## src/rtl/ysyx_24110015_lsu.sv

```systemverilog
// ysyx_24110015_lsu: load/store unit between the execute and write-back stages.
// Define LSU_MISALIGN_CHECK_EN to trap misaligned halfword/word accesses without a bus request.
module ysyx_24110015_lsu (
    input  logic        clk,
    input  logic        rst,
    input  logic        in_valid,
    output logic        in_ready,
    output logic        out_valid,
    input  logic        out_ready,
    output logic        processing,
    input  logic [31:0] pc_i,
    input  logic [31:0] inst_i,
    input  logic [31:0] alu_out_i,
    input  logic        RegWrite_i,
    input  logic [4:0]  wb_addr_i,
    input  logic [2:0]  func3_i,
    input  logic        MemRead_i,
    input  logic        MemWrite_i,
    input  logic [3:0]  mem_wmask_i,
    input  logic [31:0] mem_wdata_i,
    input  logic        ebreak_i,
    output logic        req_valid,
    input  logic        req_ready,
    output logic [31:0] req_addr,
    output logic        req_wen,
    output logic [31:0] req_wdata,
    output logic [3:0]  req_wstrb,
    input  logic        rsp_valid,
    input  logic [31:0] rsp_rdata,
    output logic [31:0] pc_o,
    output logic [31:0] inst_o,
    output logic        RegWrite_o,
    output logic [4:0]  wb_addr_o,
    output logic [31:0] wb_data,
    output logic        ebreak_o,
    output logic        misalign_o
);

    typedef enum logic [1:0] {IDLE, REQ, WAIT, DONE} state_t;

    state_t      state_q, state_d;
    logic        in_ready_q, in_ready_d;
    logic        req_valid_q, req_valid_d;
    logic        out_valid_q, out_valid_d;
    logic        processing_q, processing_d;
    logic        misalign_q, misalign_d;
    logic [31:0] pc_q, pc_d;
    logic [31:0] inst_q, inst_d;
    logic        reg_write_q, reg_write_d;
    logic [4:0]  wb_addr_q, wb_addr_d;
    logic        ebreak_q, ebreak_d;
    logic [31:0] wb_data_q, wb_data_d;
    logic [2:0]  func3_q, func3_d;
    logic        mem_read_q, mem_read_d;
    logic [1:0]  off_q, off_d;
    logic [31:0] req_addr_q, req_addr_d;
    logic        req_wen_q, req_wen_d;
    logic [31:0] req_wdata_q, req_wdata_d;
    logic [3:0]  req_wstrb_q, req_wstrb_d;

    logic        is_mem;
    logic        misalign;
    logic [31:0] load_sh;
    logic [31:0] load_data;

    assign is_mem = MemRead_i | MemWrite_i;

`ifdef LSU_MISALIGN_CHECK_EN
    assign misalign = is_mem &&
                      ((func3_i[1:0] == 2'b01 && alu_out_i[0]) ||
                       (func3_i[1:0] == 2'b10 && alu_out_i[1:0] != 2'b00));
`else
    assign misalign = 1'b0;
`endif

    assign load_sh = rsp_rdata >> {off_q, 3'b000};

    always_comb begin
        load_data = '0;
        case (func3_q)
            3'b000:  load_data = {{24{load_sh[7]}}, load_sh[7:0]};
            3'b001:  load_data = {{16{load_sh[15]}}, load_sh[15:0]};
            3'b010:  load_data = load_sh;
            3'b100:  load_data = {24'h000000, load_sh[7:0]};
            3'b101:  load_data = {16'h0000, load_sh[15:0]};
            default: load_data = '0;
        endcase
    end

    always_comb begin
        state_d     = state_q;
        misalign_d  = misalign_q;
        pc_d        = pc_q;
        inst_d      = inst_q;
        reg_write_d = reg_write_q;
        wb_addr_d   = wb_addr_q;
        ebreak_d    = ebreak_q;
        wb_data_d   = wb_data_q;
        func3_d     = func3_q;
        mem_read_d  = mem_read_q;
        off_d       = off_q;
        req_addr_d  = req_addr_q;
        req_wen_d   = req_wen_q;
        req_wdata_d = req_wdata_q;
        req_wstrb_d = req_wstrb_q;

        case (state_q)
            IDLE: begin
                if (in_valid) begin
                    pc_d        = pc_i;
                    inst_d      = inst_i;
                    reg_write_d = RegWrite_i;
                    wb_addr_d   = wb_addr_i;
                    ebreak_d    = ebreak_i;
                    func3_d     = func3_i;
                    mem_read_d  = MemRead_i;
                    off_d       = alu_out_i[1:0];
                    misalign_d  = misalign;
                    wb_data_d   = misalign ? '0 : alu_out_i;
                    // Alignment is done once at accept so the bus fields are plain flops.
                    req_addr_d  = {alu_out_i[31:2], 2'b00};
                    req_wen_d   = MemWrite_i;
                    req_wdata_d = mem_wdata_i << {alu_out_i[1:0], 3'b000};
                    req_wstrb_d = mem_wmask_i << alu_out_i[1:0];
                    state_d     = (is_mem && !misalign) ? REQ : DONE;
                end
            end
            REQ: begin
                if (req_ready) state_d = WAIT;
            end
            WAIT: begin
                if (rsp_valid) begin
                    state_d = DONE;
                    if (mem_read_q) wb_data_d = load_data;
                end
            end
            DONE: begin
                if (out_ready) state_d = IDLE;
            end
            default: state_d = IDLE;
        endcase

        in_ready_d   = (state_d == IDLE);
        req_valid_d  = (state_d == REQ);
        out_valid_d  = (state_d == DONE);
        processing_d = (state_d != IDLE);
    end

    always_ff @(posedge clk or posedge rst) begin
        if (rst) begin
            state_q      <= IDLE;
            in_ready_q   <= 1'b1;
            req_valid_q  <= 1'b0;
            out_valid_q  <= 1'b0;
            processing_q <= 1'b0;
            misalign_q   <= 1'b0;
            pc_q         <= '0;
            inst_q       <= '0;
            reg_write_q  <= 1'b0;
            wb_addr_q    <= '0;
            ebreak_q     <= 1'b0;
            wb_data_q    <= '0;
            func3_q      <= '0;
            mem_read_q   <= 1'b0;
            off_q        <= '0;
            req_addr_q   <= '0;
            req_wen_q    <= 1'b0;
            req_wdata_q  <= '0;
            req_wstrb_q  <= '0;
        end else begin
            state_q      <= state_d;
            in_ready_q   <= in_ready_d;
            req_valid_q  <= req_valid_d;
            out_valid_q  <= out_valid_d;
            processing_q <= processing_d;
            misalign_q   <= misalign_d;
            pc_q         <= pc_d;
            inst_q       <= inst_d;
            reg_write_q  <= reg_write_d;
            wb_addr_q    <= wb_addr_d;
            ebreak_q     <= ebreak_d;
            wb_data_q    <= wb_data_d;
            func3_q      <= func3_d;
            mem_read_q   <= mem_read_d;
            off_q        <= off_d;
            req_addr_q   <= req_addr_d;
            req_wen_q    <= req_wen_d;
            req_wdata_q  <= req_wdata_d;
            req_wstrb_q  <= req_wstrb_d;
        end
    end

    assign in_ready   = in_ready_q;
    assign req_valid  = req_valid_q;
    assign out_valid  = out_valid_q;
    assign processing = processing_q;
    assign misalign_o = misalign_q;
    assign pc_o       = pc_q;
    assign inst_o     = inst_q;
    assign RegWrite_o = reg_write_q;
    assign wb_addr_o  = wb_addr_q;
    assign ebreak_o   = ebreak_q;
    assign wb_data    = wb_data_q;
    assign req_addr   = req_addr_q;
    assign req_wen    = req_wen_q;
    assign req_wdata  = req_wdata_q;
    assign req_wstrb  = req_wstrb_q;

endmodule
```

## config.mk

```make
export PLATFORM = sky130hd
export DESIGN_NAME = ysyx_24110015_lsu
export DESIGN_NICKNAME = d
export VERILOG_FILES = /design/src/rtl/ysyx_24110015_lsu.sv
export SDC_FILE = /design/constraint.sdc
export NUM_CORES = 1
export LEC_CHECK = 0
export CAP_MARGIN = 20
export CORE_ASPECT_RATIO = 0.7
export CORE_UTILIZATION = 43
export CTS_CLUSTER_DIAMETER = 50
export DETAILED_ROUTE_END_ITERATION = 7
export PLACE_DENSITY_LB_ADDON = 0.15
export RECOVER_POWER = 50
export SETUP_SLACK_MARGIN = 0.1
export SLEW_MARGIN = 15
export SYNTH_ARGS = -nofsm -noshare
export SYNTH_HDL_FRONTEND = slang
export SYNTH_SLANG_ARGS = --single-unit
```

## constraint.sdc

```tcl
create_clock -name clk -period 7.8 [get_ports clk]
set_clock_uncertainty 0.05 [all_clocks]
set_input_delay 1.17 -clock clk [delete_from_list [all_inputs] [get_ports clk]]
set_output_delay 1.17 -clock clk [all_outputs]
set_load 0.03 [all_outputs]
```

==> summary.txt, run 1 <==
I/O pins: 359
largest family of logic cells by synthesized area: simple AND/OR/NAND/NOR gates
Netlist cell types: 45
main flop type after synthesis: dfrtp_1
diode count: 0
vias post-DR: 7899
FILL cells: 1612
Hold WC Path Type: reg2reg
metal3 WL: 2355 um
PD cells: 424.4 mW/mm^2
Synth Cell Area: 0.008402 mm^2
RePlAce Congestion: 0.8578
share of layout cells above drive strength 1: 4.893%
routed length per placed instance: 18.19 um
initial antenna violation count: 3
Hold EP: req_wdata[2]$_DFFE_PP0P_
Hold Crit Start: req_wdata[2]$_DFFE_PP0P_
placed wire-length estimate: 19780 um
Routed Antenna Nets: 0
CP required: 8.06 ns
die area: 0.02011 mm^2
largest net degree at the start of global routing: 117
setup_tns: 0 ns
met1 wire length: 12210 um
XOR/XNOR Fraction of Synth Area: 0%
RR Startpoint: state_q[0]$_DFF_PP0_
H-tree depth: 4
CTS tree: built
WL final: 27860 um
IO buf count: 355
period utilization: 62.19%
CP Capture Type: register
asr flop ratio synth: 100.0%
max_cap viols: 2
FP Rows: 42
hold depth: 2
Yosys reg bits: 182
Crit Path Category: in2reg
slew of the pin with the lowest slew margin: 2.675 ns
Final nets: 1436
Fmax: 206.1 MHz
status: complete, but fails checks
Critical Path AT: 5.11 ns
uppermost layer routed: met5
Starting DRT DRC Count: 671
minimum clock period: 4.851 ns
EDFF count, synth: 0
clock buffer depth: 2
Clk Latency, worst-skew pair: 0.43 ns
CTS clk-pin slew, worst paths: 0.08 ns
post-synthesis sequential area ratio: 54.22%
Starting Density: 44.17%
Placeable Area: 0.01902 mm^2
startpoint types: input pin
Die W: 169.1 um
fraction of synthesized area in multiplexers: 6.999%
Tot Pwr: 5.373 mW
Fin. Hold Viols: 0
metal2 WL: 12560 um
crit-path max FO: 56
vias in the first global route: 7771
Root Buffer: clkbuf_16
Final Slew Violations: 112
Cells after Synth: 938
violated checks: max-capacitance violations, max-slew violations
R2R cell count: 6
Worst VDD drop: 223.6 uV
Reg-to-Reg End: wb_data[24]$_DFFE_PP0P_
unrepaired setup endpoints after global routing: false
die height: 119.0 um
Total GRT Usage: 28.08%
post-synthesis compound-gate area fraction: 12.05%
PostCTS Resize Cnt: 0
P&R area growth vs syn: 50.71%
syn_area_per_cell: 8.957 um^2
global route overflow: 0
worst rel slew slack: -78.32%
synth warn: 0
register-to-register setup slack: 3.67 ns
setup violators final: 0
Hold Buf Count CTS: 0
first-pass GRT wire length: 43400 um
P_leak: 5.942 nW
DRC: 0
Pre-antenna DRT Iters: 5
Synth Area in Adders: 0%
CTS Sinks: 182
simple-gate share of the synthesized area: 22.28%
Via density: 5.159
cts bufs inserted: 17
Post CTS Setup Buffer Count: 0
registers in the layout, summed over array words and instances (netlist names):
register and flops:
pc_o 32, ebreak_o 1, out_valid 1, in_ready 1, off_q 2, wb_addr_o 5
RegWrite_o 1, mem_read_q 1, state_q 2, req_wstrb 4, wb_data 32, req_wen 1
func3_q 3, req_addr 30, processing 1, req_wdata 32, req_valid 1, inst_o 32
metal layers:
layer / track usage [%] / vias to the layer above
met5: 0 / -
met1: 38.00 / 3775
met2: 43.31 / 313
met4: 9.516 / 6
met3: 8.043 / 50
li1: - / 3755
synthesized netlist by cell type (2+ instances only):
master | number | area share (%)
o22ai_1 | 23 | 1.7
nor2_1 | 39 | 1.7
o2bb2ai_1 | 8 | 0.83
mux2_4 | 2 | 0.36
buf_6 | 4 | 0.54
mux2_2 | 11 | 1.5
a211oi_1 | 18 | 1.6
a32oi_1 | 7 | 0.73
a21oi_1 | 18 | 1.1
nand2_1 | 391 | 17
o31ai_1 | 9 | 0.80
and2_1 | 9 | 0.67
o21ai_0 | 35 | 2.1
nand2b_1 | 4 | 0.30
a41oi_1 | 7 | 0.73
a211o_1 | 2 | 0.21
buf_4 | 3 | 0.27
nor2b_1 | 4 | 0.30
nand3_1 | 11 | 0.66
clkbuf_1 | 41 | 1.8
a221oi_1 | 8 | 0.83
inv_1 | 12 | 0.54
buf_2 | 17 | 1.0
dfrtp_1 | 181 | 54
buf_1 | 5 | 0.22
o211ai_1 | 9 | 0.80
mux2i_1 | 42 | 5.0
worst max-delay path by stage:
stage,start,to,depth (start not counted)
after floorplan,rst,RegWrite_o$_DFFE_PP0P_,1
after global placement,in_valid,req_wdata[11]$_DFFE_PP0P_,5
after detailed placement,in_valid,req_wdata[10]$_DFFE_PP0P_,6
after CTS,in_valid,req_wdata[10]$_DFFE_PP0P_,6
after global routing,in_valid,wb_data[24]$_DFFE_PP0P_,7
final,in_valid,wb_data[24]$_DFFE_PP0P_,7
logic make-up (layout without fill, tap and decap cells):
family / count (synthesis) / after routing
buf+inv: 82 / 409
simple gates: 468 / 468
flops: 182 / 182
compound gates: 149 / 149
mux: 56 / 56
other cells: 1 / 3
power breakdown:
part / internal, mW / total (mW) / switching, mW
Sequential: 1.38 / 1.66 / 0.274
Clock: 0.439 / 0.865 / 0.426
Combinational: 1.07 / 2.85 / 1.78
Total: 2.90 / 5.37 / 2.48
cell usage in the layout, fill, tap and decap left out, types with 8 or more instances in the layout:
cell and count:
mux2i_1 42, o211ai_1 9, a211oi_1 18, clkbuf_16 17
inv_1 11, clkdlybuf4s50_1 253, o31ai_1 9, a21oi_1 18
o21ai_0 35, nand2_1 391, dlygate4sd3_1 102, a221oi_1 8
and2_1 9, o2bb2ai_1 8, nor2_1 38, nand3_1 11
o22ai_1 23, dfrtp_1 181, mux2_2 11
per-stage QoR:
stage                     hold slack [ns]  area, um^2  std cells  util [%]  worst slack [ns]
final                              0.4111       12660       1531     66.56             2.949
after global routing               0.4328       12660       1531     66.56             2.703
after CTS                          0.4216       12660       1530     66.54             4.461
after detailed placement           0.4045       12070       1498     63.43             3.995
after global placement             0.4005       12050       1497     63.35             4.089
after floorplan                    0.3889        8409        940         -             1.638
worst max-delay path: stages:
cell	delay (ns)
dlygate4sd3_1	0.54
nor3b_1	0.20
clkbuf_1	1.92
nor2_2	0.56
buf_8	0.36
a221oi_1	0.21
a211oi_1	0.12
layout make-up:
type / count / area, um^2 / share of cell area (%)
Timing Repair Buffer: 365 / 3652 / 28.84
Inverter: 12 / 52.55 / 0.4150
Tap cell: 264 / 330.3 / 2.609
Clock inverter: 14 / 151.4 / 1.196
Clock buffer: 18 / 439.2 / 3.468
Multi-Input combinational cell: 676 / 3481 / 27.49
Sequential cell: 182 / 4556 / 35.98
(Power assumes the default switching activity.)
==> inputs of run 2 (changes only) <==
--- a/config.mk
+++ b/config.mk
@@ -7,7 +7,7 @@
 export LEC_CHECK = 0
 export CAP_MARGIN = 20
 export CORE_ASPECT_RATIO = 0.7
-export CORE_UTILIZATION = 43
+export CORE_UTILIZATION = 39
 export CTS_CLUSTER_DIAMETER = 50
 export DETAILED_ROUTE_END_ITERATION = 7
 export PLACE_DENSITY_LB_ADDON = 0.15
==> constraint.sdc (replaced) <==
create_clock -name clk -period 4.4 [get_ports clk]
set_clock_uncertainty 0.05 [all_clocks]
set_input_delay 0.66 -clock clk [delete_from_list [all_inputs] [get_ports clk]]
set_output_delay 0.66 -clock clk [all_outputs]
set_load 0.03 [all_outputs]
==> run 2 against run 1 <==
  * Global-route usage down 1.9 points
  * Total power up 81%
  * Largest power group unchanged
  * The run still ends with max-capacitance violations, max-slew violations left
  * Wire length up 2.6%
  * Setup slack worse by 2.0 ns
  * Critical path type unchanged
  * Via count down 1.1%
  * Non-clock buffer count up 1
  * Clock power up 83%
  * Combinational power up 82%
  * Flip-flop and latch count unchanged
  * Utilization down 5.9 points
  * Critical endpoint is now wb_data[15]$_DFFE_PP0P_
==> summary.txt, run 2 (synthesized netlist as in run 1, its figures left out) <==
FP Rows: 44 (+4.8%)
vias in the first global route: 7780 (+0.12%)
CP required: 4.70 ns (-3.36 ns)
WL final: 28580 um (+2.6%)
Final nets: 1437 (+0.070%)
initial antenna violation count: 4 (+1)
period utilization: 77.34%
fin area: 0.01270 mm^2 (+0.27%)
RePlAce Congestion: 0.8903 (+3.8%)
violated checks: max-capacitance violations, max-slew violations
placed cell count: 1512 (+0.93%)
P_leak: 5.806 nW (-2.3%)
Worst VDD drop: 426.2 uV (+91%)
share of layout cells above drive strength 1: 5.047% (+0.15 points)
CTS tree: built
placed wire-length estimate: 20540 um (+3.8%)
routed length per placed instance: 18.48 um (+1.6%)
Via density: 5.051 (-2.1%)
Post-DP Area: 0.01212 mm^2 (+0.47%)
Fmax: 293.9 MHz
global route overflow: 0 (unchanged)
IO buf count: 355 (unchanged)
Die W: 177.4 um (+4.9%)
CTS clk-pin slew, worst paths: 0.07 ns (about the same)
startpoint types: input pin
Critical Path AT: 3.70 ns (-1.41 ns)
Hold Buf Count CTS: 0 (unchanged)
cts bufs inserted: 17 (unchanged)
first-pass GRT wire length: 44470 um (+2.5%)
Starting DRT DRC Count: 674 (+0.45%)
commonest cells after routing, fill and taps aside: 391 x nand2_1, 353 x clkdlybuf4s50_1, 181 x dfrtp_1
Pre-antenna DRT Iters: 6 (+1)
setup_tns: 0 ns (unchanged)
Total GRT Usage: 26.14% (-1.9 points)
Clk Latency, worst-skew pair: 0.42 ns (about the same)
max_cap viols: 2 (unchanged)
Final Slew Violations: 281 (+150%)
clock buffer depth: 2 (unchanged)
I/O pins: 359 (unchanged)
largest net degree at the start of global routing: 176 (+50%)
Layout Cells excl Fill: 1546 (+0.98%)
die area: 0.02214 mm^2 (+10%)
vias post-DR: 7809 (-1.1%)
DRC: 0 (unchanged)
PostCTS Resize Cnt: 0 (unchanged)
Hold WC Path Type: reg2reg
PD cells: 767.0 mW/mm^2 (+81%)
Post-Place Worst Slack: 1.624 ns (-2.371 ns)
worst rel slew slack: -47.32% (+31 points)
minimum clock period: 3.403 ns
H-tree depth: 4 (unchanged)
Starting Density: 40.16% (-4.0 points)
slew of the pin with the lowest slew margin: 2.210 ns (-0.4651 ns)
setup violators final: 0 (unchanged)
P&R area growth vs syn: 51.11%
Crit Path Category: in2reg
status: complete, but fails checks
Post CTS Setup Buffer Count: 0 (unchanged)
Placeable Area: 0.02092 mm^2 (+10%)
final hold slack: 0.4208 ns (+0.009671 ns)
Routed Antenna Nets: 0 (unchanged)
crit-path max FO: 104 (+86%)
die height: 124.8 um (+4.9%)
commonest non-fill, non-tap cell in the layout: nand2_1
Fin. Hold Viols: 0 (unchanged)
slack of the critical path: 0.9973 ns (-1.952 ns)
CTS Sinks: 182 (unchanged)
Root Buffer: clkbuf_16
CP Capture Type: register
unrepaired setup endpoints after global routing: false
## run 2: cell types whose count changed in the layout (fill, tap and decap cells not counted), moves of 2 or more
cell	change
clkinv_4	+3
inv_8	-4
diode_2	+2
inv_6	-2
bufinv_16	+2
dlygate4sd3_1	-100
clkinv_8	-3
clkbuf_2	+2
clkdlybuf4s50_1	+100
## run 2: cell type report
cell class              count  area (um^2)
well taps                 276        345.3
repair buffers            366         3643
clock buffers              21        460.4
multi-input cells         676         3500
diodes                      2        5.005
flip-flops and latches    182         4556
clock inverters            11        140.1
inverters                  12        46.29
fillers                  1816         8224
## run 2: worst max-delay path, stage by stage
cell           delay (ns)
dlygate4sd3_1        0.54
nor3b_4              0.25
clkbuf_2             1.52
nand3_1              0.32
nand4_1              0.22
## run 2: power breakdown
part / total (mW) / internal (mW) / switching (mW)
clock: 1.58 / 0.883 / 0.695
combinational: 5.19 / 2.06 / 3.14
sequential: 2.97 / 2.45 / 0.515
total: 9.74 / 5.39 / 4.35
## run 2: path summary, 6_finish.rpt
kind / slack [ns] / depth (start not counted) / startpoint / end
max: 1.0 / 5 / in_valid / wb_data[15]$_DFFE_PP0P_
min: 0.42 / 2 / req_wdata[1]$_DFFE_PP0P_ / req_wdata[1]$_DFFE_PP0P_
max reg2reg: 1.25 / 4 / state_q[0]$_DFF_PP0_ / wb_data[15]$_DFFE_PP0P_
min reg2reg: 0.42 / 2 / req_wdata[1]$_DFFE_PP0P_ / req_wdata[1]$_DFFE_PP0P_
max in group asynchronous: 1.84 / 3 / rst / wb_data[26]$_DFFE_PP0P_
min in group asynchronous: 0.91 / 2 / rst / req_wdata[0]$_DFFE_PP0P_
## run 2: metal layers
layer	up-vias	wire length, um	part of all wire [%]	global-route usage, %
met5	-	21	0.073	0
met2	309	12790	45	39.38
li1	3764	-	-	-
met3	28	2484	8.7	7.723
met4	4	413	1.4	6.385
met1	3704	12860	45	36.72
## run 2: through the flow
stage,power (mW),utilization (%)
final,9.738,60.69
after global placement,8.116,57.95
after CTS,9.799,60.82
after global routing,10.30,60.68
after floorplan,5.987,-
after detailed placement,8.185,57.95
